==> config.mk <==
export PLATFORM = sky130hd
export DESIGN_NAME = rotator_scheduler_flat
export DESIGN_NICKNAME = d
export VERILOG_FILES = /design/src/rtl/rotsched_pkg.sv /design/src/rtl/rotator_scheduler_if.sv /design/src/rtl/rr_arb2.sv /design/src/rtl/rotator_scheduler.sv /design/src/flat_wrapper.sv
export SDC_FILE = /design/constraint.sdc
export NUM_CORES = 1
export LEC_CHECK = 0
export ABC_AREA = 1
export BUFFER_PORTS_ARGS = -buffer_cell sky130_fd_sc_hd__buf_2
export CAP_MARGIN = 20
export CORE_ASPECT_RATIO = 1.5
export CORE_UTILIZATION = 25
export CTS_CLUSTER_DIAMETER = 80
export DETAILED_ROUTE_END_ITERATION = 12
export PLACE_DENSITY = 0.5
export SYNTH_ARGS = -nofsm -noshare
export SYNTH_HDL_FRONTEND = slang
export SYNTH_SLANG_ARGS = --single-unit
==> constraint.sdc <==
create_clock -name clk -period 1.7 [get_ports clk]
set_clock_uncertainty 0.1 [all_clocks]
set_input_delay 0.17 -clock clk [delete_from_list [all_inputs] [get_ports clk]]
set_output_delay 0.17 -clock clk [all_outputs]
set_load 0.02 [all_outputs]
==> src/rtl/rotsched_pkg.sv <==
// Shared types and width helper for the rotator scheduler slice.
// Imported by the interface, the arbiter and the top.
package rotsched_pkg;

  localparam int unsigned DefaultN = 4;

  // Data width is always a power of two so every amount 0..W-1 is a legal rotate.
  function automatic int unsigned data_width(int unsigned n);
    return 32'd1 << n;
  endfunction

  typedef enum logic {StEmpty, StFull} state_e;

  typedef logic req_id_t;

endpackage

==> src/rtl/rotator_scheduler_if.sv <==
// Request/response bundle between the two clients, the scheduler and the consumer.
// The master modport is the client/consumer side; the slave modport is the scheduler.
interface rotator_scheduler_if #(
  parameter int unsigned N = 4
);
  import rotsched_pkg::*;

  localparam int unsigned W = data_width(N);

  logic [1:0]   req_valid;
  logic [1:0]   req_ready;
  logic [W-1:0] req_data0;
  logic [N-1:0] req_amt0;
  logic [W-1:0] req_data1;
  logic [N-1:0] req_amt1;
  logic         rsp_valid;
  logic         rsp_ready;
  logic [W-1:0] rsp_data;
  req_id_t      rsp_id;

  modport master (
    output req_valid, req_data0, req_amt0, req_data1, req_amt1, rsp_ready,
    input  req_ready, rsp_valid, rsp_data, rsp_id
  );

  modport slave (
    input  req_valid, req_data0, req_amt0, req_data1, req_amt1, rsp_ready,
    output req_ready, rsp_valid, rsp_data, rsp_id
  );

endinterface

==> src/rtl/rr_arb2.sv <==
// Two-input round-robin arbiter; the caller owns and advances the priority pointer.
// Grant is one-hot or zero and is purely combinational.
module rr_arb2 (
  input  logic [1:0] req,
  input  logic       enable,
  input  logic       ptr,
  output logic [1:0] gnt
);

  always_comb begin
    gnt = 2'b00;
    if (enable) begin
      unique case (req)
        2'b01:   gnt = 2'b01;
        2'b10:   gnt = 2'b10;
        2'b11:   gnt = ptr ? 2'b10 : 2'b01;
        default: gnt = 2'b00;
      endcase
    end
  end

endmodule

==> src/rtl/rotator_scheduler.sv <==
// Shares one rotate-right datapath between two requesters, round-robin arbitrated,
// with a single-entry result register tagged by requester id.
module rotator_scheduler
  import rotsched_pkg::*;
#(
  parameter int unsigned N = 4
) (
  input logic                clk,
  input logic                reset,
  rotator_scheduler_if.slave bus
);

  localparam int unsigned W = data_width(N);

  state_e       state_q;
  logic         ptr_q;
  logic [W-1:0] data_q;
  req_id_t      id_q;

  logic         can_accept;
  logic [1:0]   gnt;
  logic [W-1:0] sel_data;
  logic [N-1:0] sel_amt;
  logic [W-1:0] rot;

  assign can_accept = (state_q == StEmpty) | bus.rsp_ready;

  // Reset gates the enable so nothing looks accepted during a reset cycle.
  rr_arb2 u_arb (
    .req    (bus.req_valid),
    .enable (can_accept & ~reset),
    .ptr    (ptr_q),
    .gnt    (gnt)
  );

  // Rotating a doubled word right and keeping the low half gives rotate-right
  // without a special case for amt = 0.
  always_comb begin
    sel_data = gnt[1] ? bus.req_data1 : bus.req_data0;
    sel_amt  = gnt[1] ? bus.req_amt1  : bus.req_amt0;
    rot      = W'({sel_data, sel_data} >> sel_amt);
  end

  always_ff @(posedge clk) begin
    if (reset) begin
      state_q <= StEmpty;
      ptr_q   <= 1'b0;
      data_q  <= '0;
      id_q    <= 1'b0;
    end else if (|gnt) begin
      state_q <= StFull;
      data_q  <= rot;
      id_q    <= gnt[1];
      ptr_q   <= ~gnt[1];
    end else if (bus.rsp_ready) begin
      state_q <= StEmpty;
    end
  end

  assign bus.req_ready = gnt;
  assign bus.rsp_valid = (state_q == StFull);
  assign bus.rsp_data  = data_q;
  assign bus.rsp_id    = id_q;

endmodule

==> src/flat_wrapper.sv <==
// flat-port wrapper written by rule: the top's interface ports become plain ports
module rotator_scheduler_flat import rotsched_pkg::*;
#(
  parameter int unsigned N = 4
)
  (clk, reset, bus_req_valid, bus_req_data0, bus_req_amt0, bus_req_data1, bus_req_amt1, bus_rsp_ready, bus_req_ready, bus_rsp_valid, bus_rsp_data, bus_rsp_id);
  rotator_scheduler_if #(.N(N)) bus_i ();
  input logic clk;
  input logic reset;
  input wire logic [$bits(bus_i.req_valid)-1:0] bus_req_valid;
  input wire logic [$bits(bus_i.req_data0)-1:0] bus_req_data0;
  input wire logic [$bits(bus_i.req_amt0)-1:0] bus_req_amt0;
  input wire logic [$bits(bus_i.req_data1)-1:0] bus_req_data1;
  input wire logic [$bits(bus_i.req_amt1)-1:0] bus_req_amt1;
  input wire logic [$bits(bus_i.rsp_ready)-1:0] bus_rsp_ready;
  output wire logic [$bits(bus_i.req_ready)-1:0] bus_req_ready;
  output wire logic [$bits(bus_i.rsp_valid)-1:0] bus_rsp_valid;
  output wire logic [$bits(bus_i.rsp_data)-1:0] bus_rsp_data;
  output wire logic [$bits(bus_i.rsp_id)-1:0] bus_rsp_id;
  assign bus_i.req_valid = bus_req_valid;
  assign bus_i.req_data0 = bus_req_data0;
  assign bus_i.req_amt0 = bus_req_amt0;
  assign bus_i.req_data1 = bus_req_data1;
  assign bus_i.req_amt1 = bus_req_amt1;
  assign bus_i.rsp_ready = bus_rsp_ready;
  assign bus_req_ready = bus_i.req_ready;
  assign bus_rsp_valid = bus_i.rsp_valid;
  assign bus_rsp_data = bus_i.rsp_data;
  assign bus_rsp_id = bus_i.rsp_id;
  rotator_scheduler #(.N(N)) u_core (.clk(clk), .reset(reset), .bus(bus_i));
endmodule
==> results.cfg, run 1 <==
[clock_network]
clock_tree.htree_level_count = 1
numCtsBuffers = 3
cts-root-to-sink-buffers = 2
clock_tree.root_cell = sky130_fd_sc_hd__clkbuf_8
clk_transition_reported_paths_ps = 70
cts.sinks = 19
clk_latency_ps = 260
cts_tree = done

[cells_and_area]
diodes = 0
final_cells = 539
nNetsFinal = 485
mostFrequentLayoutCells = sky130_fd_sc_hd__nand3_1, sky130_fd_sc_hd__buf_2, sky130_fd_sc_hd__nand2_1
final_common_cell = sky130_fd_sc_hd__nand3_1
final_layout_size_suffix_gt1_frac = 0.4305
layout-area-overhead-vs-synth_pct = 57.23

[die]
floorplan.die.width_um = 73.59
rows = 38
die_h_um = 109.4
starting_density = 0.2625
design.die.area_sq_um = 8049
floorplan.core_area_sq_um = 7322
io_pins = 65

[routing]
wire_per_inst_um = 12.58
vias = 2506
drt-pass1-iter-count = 6
via_per_inst = 4.649
antenna_violating_nets_post_route = 0
drt_drc_violations_left = 0
routed_wl_um = 6781
drt_first_iter_violations = 103

[synth]
mean_cell_area_of_the_mapped_netlist_sq_um = 5.398
postSynthNetCount = 401
synth-seq-area-share = 0.1979
post_synth_top_area_share = 0.3281
synthCells = 356
synthTopCellsByArea = sky130_fd_sc_hd__nand3_1, sky130_fd_sc_hd__dfxtp_1, sky130_fd_sc_hd__nand2_1, sky130_fd_sc_hd__inv_1, sky130_fd_sc_hd__nor2_1
synth_cell_types = 20
post-synth-top-area-cell = sky130_fd_sc_hd__nand3_1
synthesis.yosys.warnings = 0
ys_ff_latch = 19
synth_area_sq_um = 1922

[power_and_ir_drop]
power.switching_uw = 794.2
p_sw_frac = 0.4314
cellPowerDensity_nw_per_um2 = 609.3
power_frac_comb = 0.546
p_leak_nw = 1.718
register_share_of_total_power = 0.281
irDropWorstVdd_uv = 483.3
clkPwrFrac = 0.173
internal-power_mw = 1.047

[grt]
grt.busiest_layer = met2
via_count_of_the_first_global_routing_pass = 2402
overflow = 0
use_met2 = 0.3093
pin_count_of_the_biggest_net_entering_global_routing = 22
grtUsageMet1 = 0.1953
grt_antenna_before_repair = 0
track_usage = 0.1703
met3_usage = 0.01283
grt_first_pass_wirelength_um = 10780

[worst_setup_path]
crit_path_max_incr_delay_ps = 330
critPathRequiredTime_ps = 1770
critical_path.cell_chain = inv_2 -> a21oi_4 -> buf_6 -> nand3b_1 -> buf_4 -> nand2_4 -> nand2_1 -> nand3_1 -> nand3_1 -> nand3_1 -> nand3_1 -> nand2_1 -> inv_1
worst_path_dominant_cell_family = simple AND/OR/NAND/NOR gates
worstSetupPathDepth = 13
setup.worst_path.class = register to register
worst-path-max-fanout = 8
critPathArrivalTime_ps = 2000
worst-path-buf-inv = 4
startpoint_kind_of_the_worst_setup_timing_path = register
cp-end-kind = register
reg2reg_depth = 13
worst_path_max_delay_cell = sky130_fd_sc_hd__dfxtp_2
cp_common_cell = sky130_fd_sc_hd__nand3_1

[worst_hold_path]
min-delay-path-class = primary input to register
worst_hold_path.num_cells = 4

[place]
gp_routability_congestion = 0.9321
post-dp-hpwl_um = 5087
instance_count_after_placement_with_tap_cells_included = 523
buffer_ports.inserted = 64

[sta]
timing_worst_slew_pin_value_ps = 266.5
finalSetupViolations = 17
hold_viol_final = 0
finalCritPeriodShare = 1.134
slew_violations = 0
finalWorstPathRequiredPeriod_ps = 1928
fin_hold_ws_ps = 124.3
finalSetupTns_ps = -3035
rsz0062_at_grt = yes
slew_headroom = 0.8220
final.setup.worst_slack_ps = -228.4
timing.fmax_mhz = 518.6

[flow_run]
cap_viol_max_count = 0

[outcome]
outcome = finished with violations
violated_checks = negative setup slack
## logic make-up (layout without fill, tap and decap cells)
family | after synthesis | after routing | share of synthesized area
compound gates | 8 | 8 | 0.04297
flops | 19 | 19 | 0.1979
buf+inv | 73 | 153 | 0.1628
simple gates | 256 | 259 | 0.5964
## cells in the mapped netlist
library cell and count:
sky130_fd_sc_hd__nand3_1 126, sky130_fd_sc_hd__nand2_1 89, sky130_fd_sc_hd__inv_1 50, sky130_fd_sc_hd__nor2_1 34
sky130_fd_sc_hd__dfxtp_1 19, sky130_fd_sc_hd__buf_2 10, sky130_fd_sc_hd__inv_2 5, sky130_fd_sc_hd__nand3b_1 4
sky130_fd_sc_hd__a21oi_1 3, sky130_fd_sc_hd__buf_4 3, sky130_fd_sc_hd__buf_6 2, sky130_fd_sc_hd__clkbuf_1 2
sky130_fd_sc_hd__o21ai_4 2, sky130_fd_sc_hd__a21oi_2 1, sky130_fd_sc_hd__a21oi_4 1, sky130_fd_sc_hd__buf_1 1
sky130_fd_sc_hd__nand2_2 1, sky130_fd_sc_hd__nand2_4 1, sky130_fd_sc_hd__o211a_1 1, sky130_fd_sc_hd__or2_2 1
## what timing repair did
item                       4_1_cts  5_1_grt
gates resized for setup         50       33
setup buffers                    5        3
setup endpoints to repair       17       17
gates cloned                     3        1
hold endpoints to repair         0        0
hold buffers                     0        0
pin swaps                       13        7
## worst paths after layout
path                                         from                     end  slack (ps)
worst max-delay path                 u_core.ptr_q  u_core.bus.rsp_data[2]        -230
worst min register to register  u_core.bus.rsp_id       u_core.bus.rsp_id         370
worst max register to register       u_core.ptr_q  u_core.bus.rsp_data[2]        -230
worst min-delay path                bus_rsp_ready    u_core.bus.rsp_valid         120
## power groups by stage
stage / clock network, mW / logic, mW / registers (mW)
floorplan: 0 / 0.524 / 0.582
global placement: 0 / 0.842 / 0.530
detailed placement: 0 / 0.842 / 0.528
CTS: 0.331 / 0.940 / 0.519
global route: 0.345 / 1.11 / 0.524
finish: 0.318 / 1.01 / 0.517
## per-layer routing
layer	wire, um	vias up	share of wire
li1	-	1308	-
met1	2881	1115	0.42
met2	3467	64	0.51
met3	185	19	0.027
met4	247	0	0.036
met5	0	-	0
## area by class of cell
type                       instances  area [sq um]
clock buffer                       3         41.29
clock inverter                     1         5.005
fill                             818          4300
inverter                          55         206.4
multi-input combinational        267          1640
sequential                        19         385.4
tap                              100         125.1
timing repair buffer              94         618.1
## registers in the layout (all words and copies together) (netlist names)
name	count
u_core.ptr_q	1
u_core.bus.rsp_id	1
u_core.bus.rsp_data	16
u_core.bus.rsp_valid	1
## worst reg2reg max path, delay by kind of cell (launching register included)
family,cells,cell delay (ps)
AOI/OAI and AO/OA,1,130
DFF,1,330
and+or+nand+nor,8,860
buffers and inverters,4,420
## per-stage QoR
stage	power (mW)	worst slack (ps)	util	cell area, sq um
final	1.841	-228.4	0.4127	3022
after global placement	1.372	-186.1	0.3471	2541
after global routing	1.974	-318.2	0.4127	3022
after detailed placement	1.371	-207.3	0.3471	2541
after floorplan	1.106	-76.65	-	2008
after CTS	1.791	-147.1	0.3898	2854
Power figures use the tool's default switching activity.
==> run 2, diff against run 1 <==
- SKIP_CTS_REPAIR_TIMING: not set -> 1
==> results.cfg, run 2 (same netlist as run 1, synthesis figures left out) <==
[clock_network]
cts.sinks = 19
numCtsBuffers = 3
clock_tree.root_cell = sky130_fd_sc_hd__clkbuf_8
cts-root-to-sink-buffers = 2
clk_transition_reported_paths_ps = 70
clock_tree.htree_level_count = 1
clk_latency_ps = 260
cts_tree = done

[grt]
pin_count_of_the_biggest_net_entering_global_routing = 22
grt_antenna_before_repair = 0
grt_first_pass_wirelength_um = 10090
via_count_of_the_first_global_routing_pass = 2276
track_usage = 0.1600
overflow = 0

[cells_and_area]
final_util = 0.3797
largest_reg_flops = 16
total_area_of_sequential_cells_sq_um = 385.4
fill_cell_total_of_the_finished_layout = 842
final_layout_size_suffix_gt1_frac = 0.3588
layout-area-overhead-vs-synth_pct = 44.66
final_common_cell = sky130_fd_sc_hd__nand3_1
final_cells = 532
stdcell_area_sq_um = 2780
mostFrequentLayoutCells = sky130_fd_sc_hd__nand3_1, sky130_fd_sc_hd__nand2_1, sky130_fd_sc_hd__buf_2
diodes = 0
multi_input_area_sq_um = 1451
nNetsFinal = 478

[worst_setup_path]
critPathArrivalTime_ps = 1910
timing.rr.start = u_core.ptr_q
worst_path_dominant_cell_family = simple AND/OR/NAND/NOR gates
worst_path_max_delay_cell = sky130_fd_sc_hd__dfxtp_2
cp-end-kind = register
worst-path-max-fanout = 16
setup.worst_path.class = register to register
worst-path-buf-inv = 3
startpoint_kind_of_the_worst_setup_timing_path = register
reg2reg_depth = 12
crit_path_max_incr_delay_ps = 330
worstSetupPathDepth = 12
timing.critical_path.from = u_core.ptr_q
critical_path.cell_chain = inv_2 -> a21oi_4 -> buf_4 -> nand3b_1 -> nand2_4 -> nand2_1 -> nand3_1 -> nand3_2 -> nand3_1 -> nand3_1 -> nand2_1 -> inv_1
worst_setup_path_endpoint = u_core.bus.rsp_data[12]
reg2reg_slack_ps = -140
critPathRequiredTime_ps = 1760
cp_common_cell = sky130_fd_sc_hd__nand3_1
reg2reg_to = u_core.bus.rsp_data[12]

[sta]
final.setup.worst_slack_ps = -141.5
slew_violations = 0
timing.fmax_mhz = 543.0
rsz0062_at_grt = yes
slew_headroom = 0.8255
hold_viol_final = 0
finalSetupViolations = 17
fin_hold_ws_ps = 121.8
finalSetupTns_ps = -2033
finalWorstPathRequiredPeriod_ps = 1841
finalCritPeriodShare = 1.083
timing_worst_slew_pin_value_ps = 261.3

[die]
design.die.area_sq_um = 8049
floorplan.core_area_sq_um = 7322
floorplan.die.width_um = 73.59
rows = 38
io_pins = 65
starting_density = 0.2625
die_h_um = 109.4

[place]
instance_count_after_placement_with_tap_cells_included = 523
post-dp-hpwl_um = 5087
buffer_ports.inserted = 64
dp_slack_ps = -207.3
gp_routability_congestion = 0.9321
placed_area_sq_um = 2541

[power_and_ir_drop]
cellPowerDensity_nw_per_um2 = 628.5
p_leak_nw = 1.595
post-layout-total-power_mw = 1.747
irDropWorstVdd_uv = 487.1

[routing]
drt-met1-wl_um = 2825
drt_first_iter_violations = 155
antenna_violating_nets_post_route = 0
wire_per_inst_um = 12.01
routed_wl_um = 6387
via_per_inst = 4.577
wl_met2_um = 3291
drt_drc_violations_left = 0
routed.top_layer = met4
drt-pass1-iter-count = 4
wl_met3_um = 157
vias = 2435

[outcome]
outcome = finished with violations
violated_checks = negative setup slack

[worst_hold_path]
min-delay-path-class = primary input to register
worst_hold_startpoint = bus_rsp_ready

[flow_run]
cap_viol_max_count = 0
[run 2: cell count changes in the layout (fill, tap and decap cells not counted), moves of 2 or more]
cell,previous run,this run
sky130_fd_sc_hd__nand2_4,14,4
sky130_fd_sc_hd__nand3_1,78,98
sky130_fd_sc_hd__buf_4,21,16
sky130_fd_sc_hd__nand3_4,2,0
sky130_fd_sc_hd__nand2_1,63,71
sky130_fd_sc_hd__nand3_2,46,28
[run 2: cell type report]
type,count,area share
Clock buffer,3,0.01485
Clock inverter,1,0.001800
Inverter,55,0.07426
Multi-Input combinational cell,266,0.5221
Sequential cell,19,0.1386
Tap cell,100,0.04500
Timing Repair Buffer,88,0.2034
[run 2: worst min-delay path by stage]
stage	slack, ps	endpoint	cells past startpoint
2_1_floorplan	270	u_core.bus.rsp_valid	3
3_3_place_gp	360	u_core.bus.rsp_id	2
3_5_place_dp	360	u_core.bus.rsp_id	2
4_1_cts	120	u_core.bus.rsp_valid	4
5_1_grt	160	u_core.bus.rsp_valid	4
6_report	120	u_core.bus.rsp_valid	4
[run 2: report_power, final]
group | switching (mW) | internal (mW) | total (mW)
logic | 0.558 | 0.354 | 0.912
clock network | 0.154 | 0.163 | 0.318
registers | 0.0248 | 0.493 | 0.518
total | 0.738 | 1.01 | 1.75
[run 2: tightest hold or removal path, delay by kind of cell]
| kind | cells | cell delay [ps] |
|---|---|---|
| buffers and inverters | 2 | 140 |
| and+or+nand+nor | 1 | 80 |
| AOI/OAI and AO/OA | 1 | 60 |
[run 2: per-layer routing]
metal  vias up  global-route usage
met1      1093              0.1898
met3         7            0.009166
met5         -                   0
met4         0             0.05769
met2        45              0.2969
li1       1290                   -
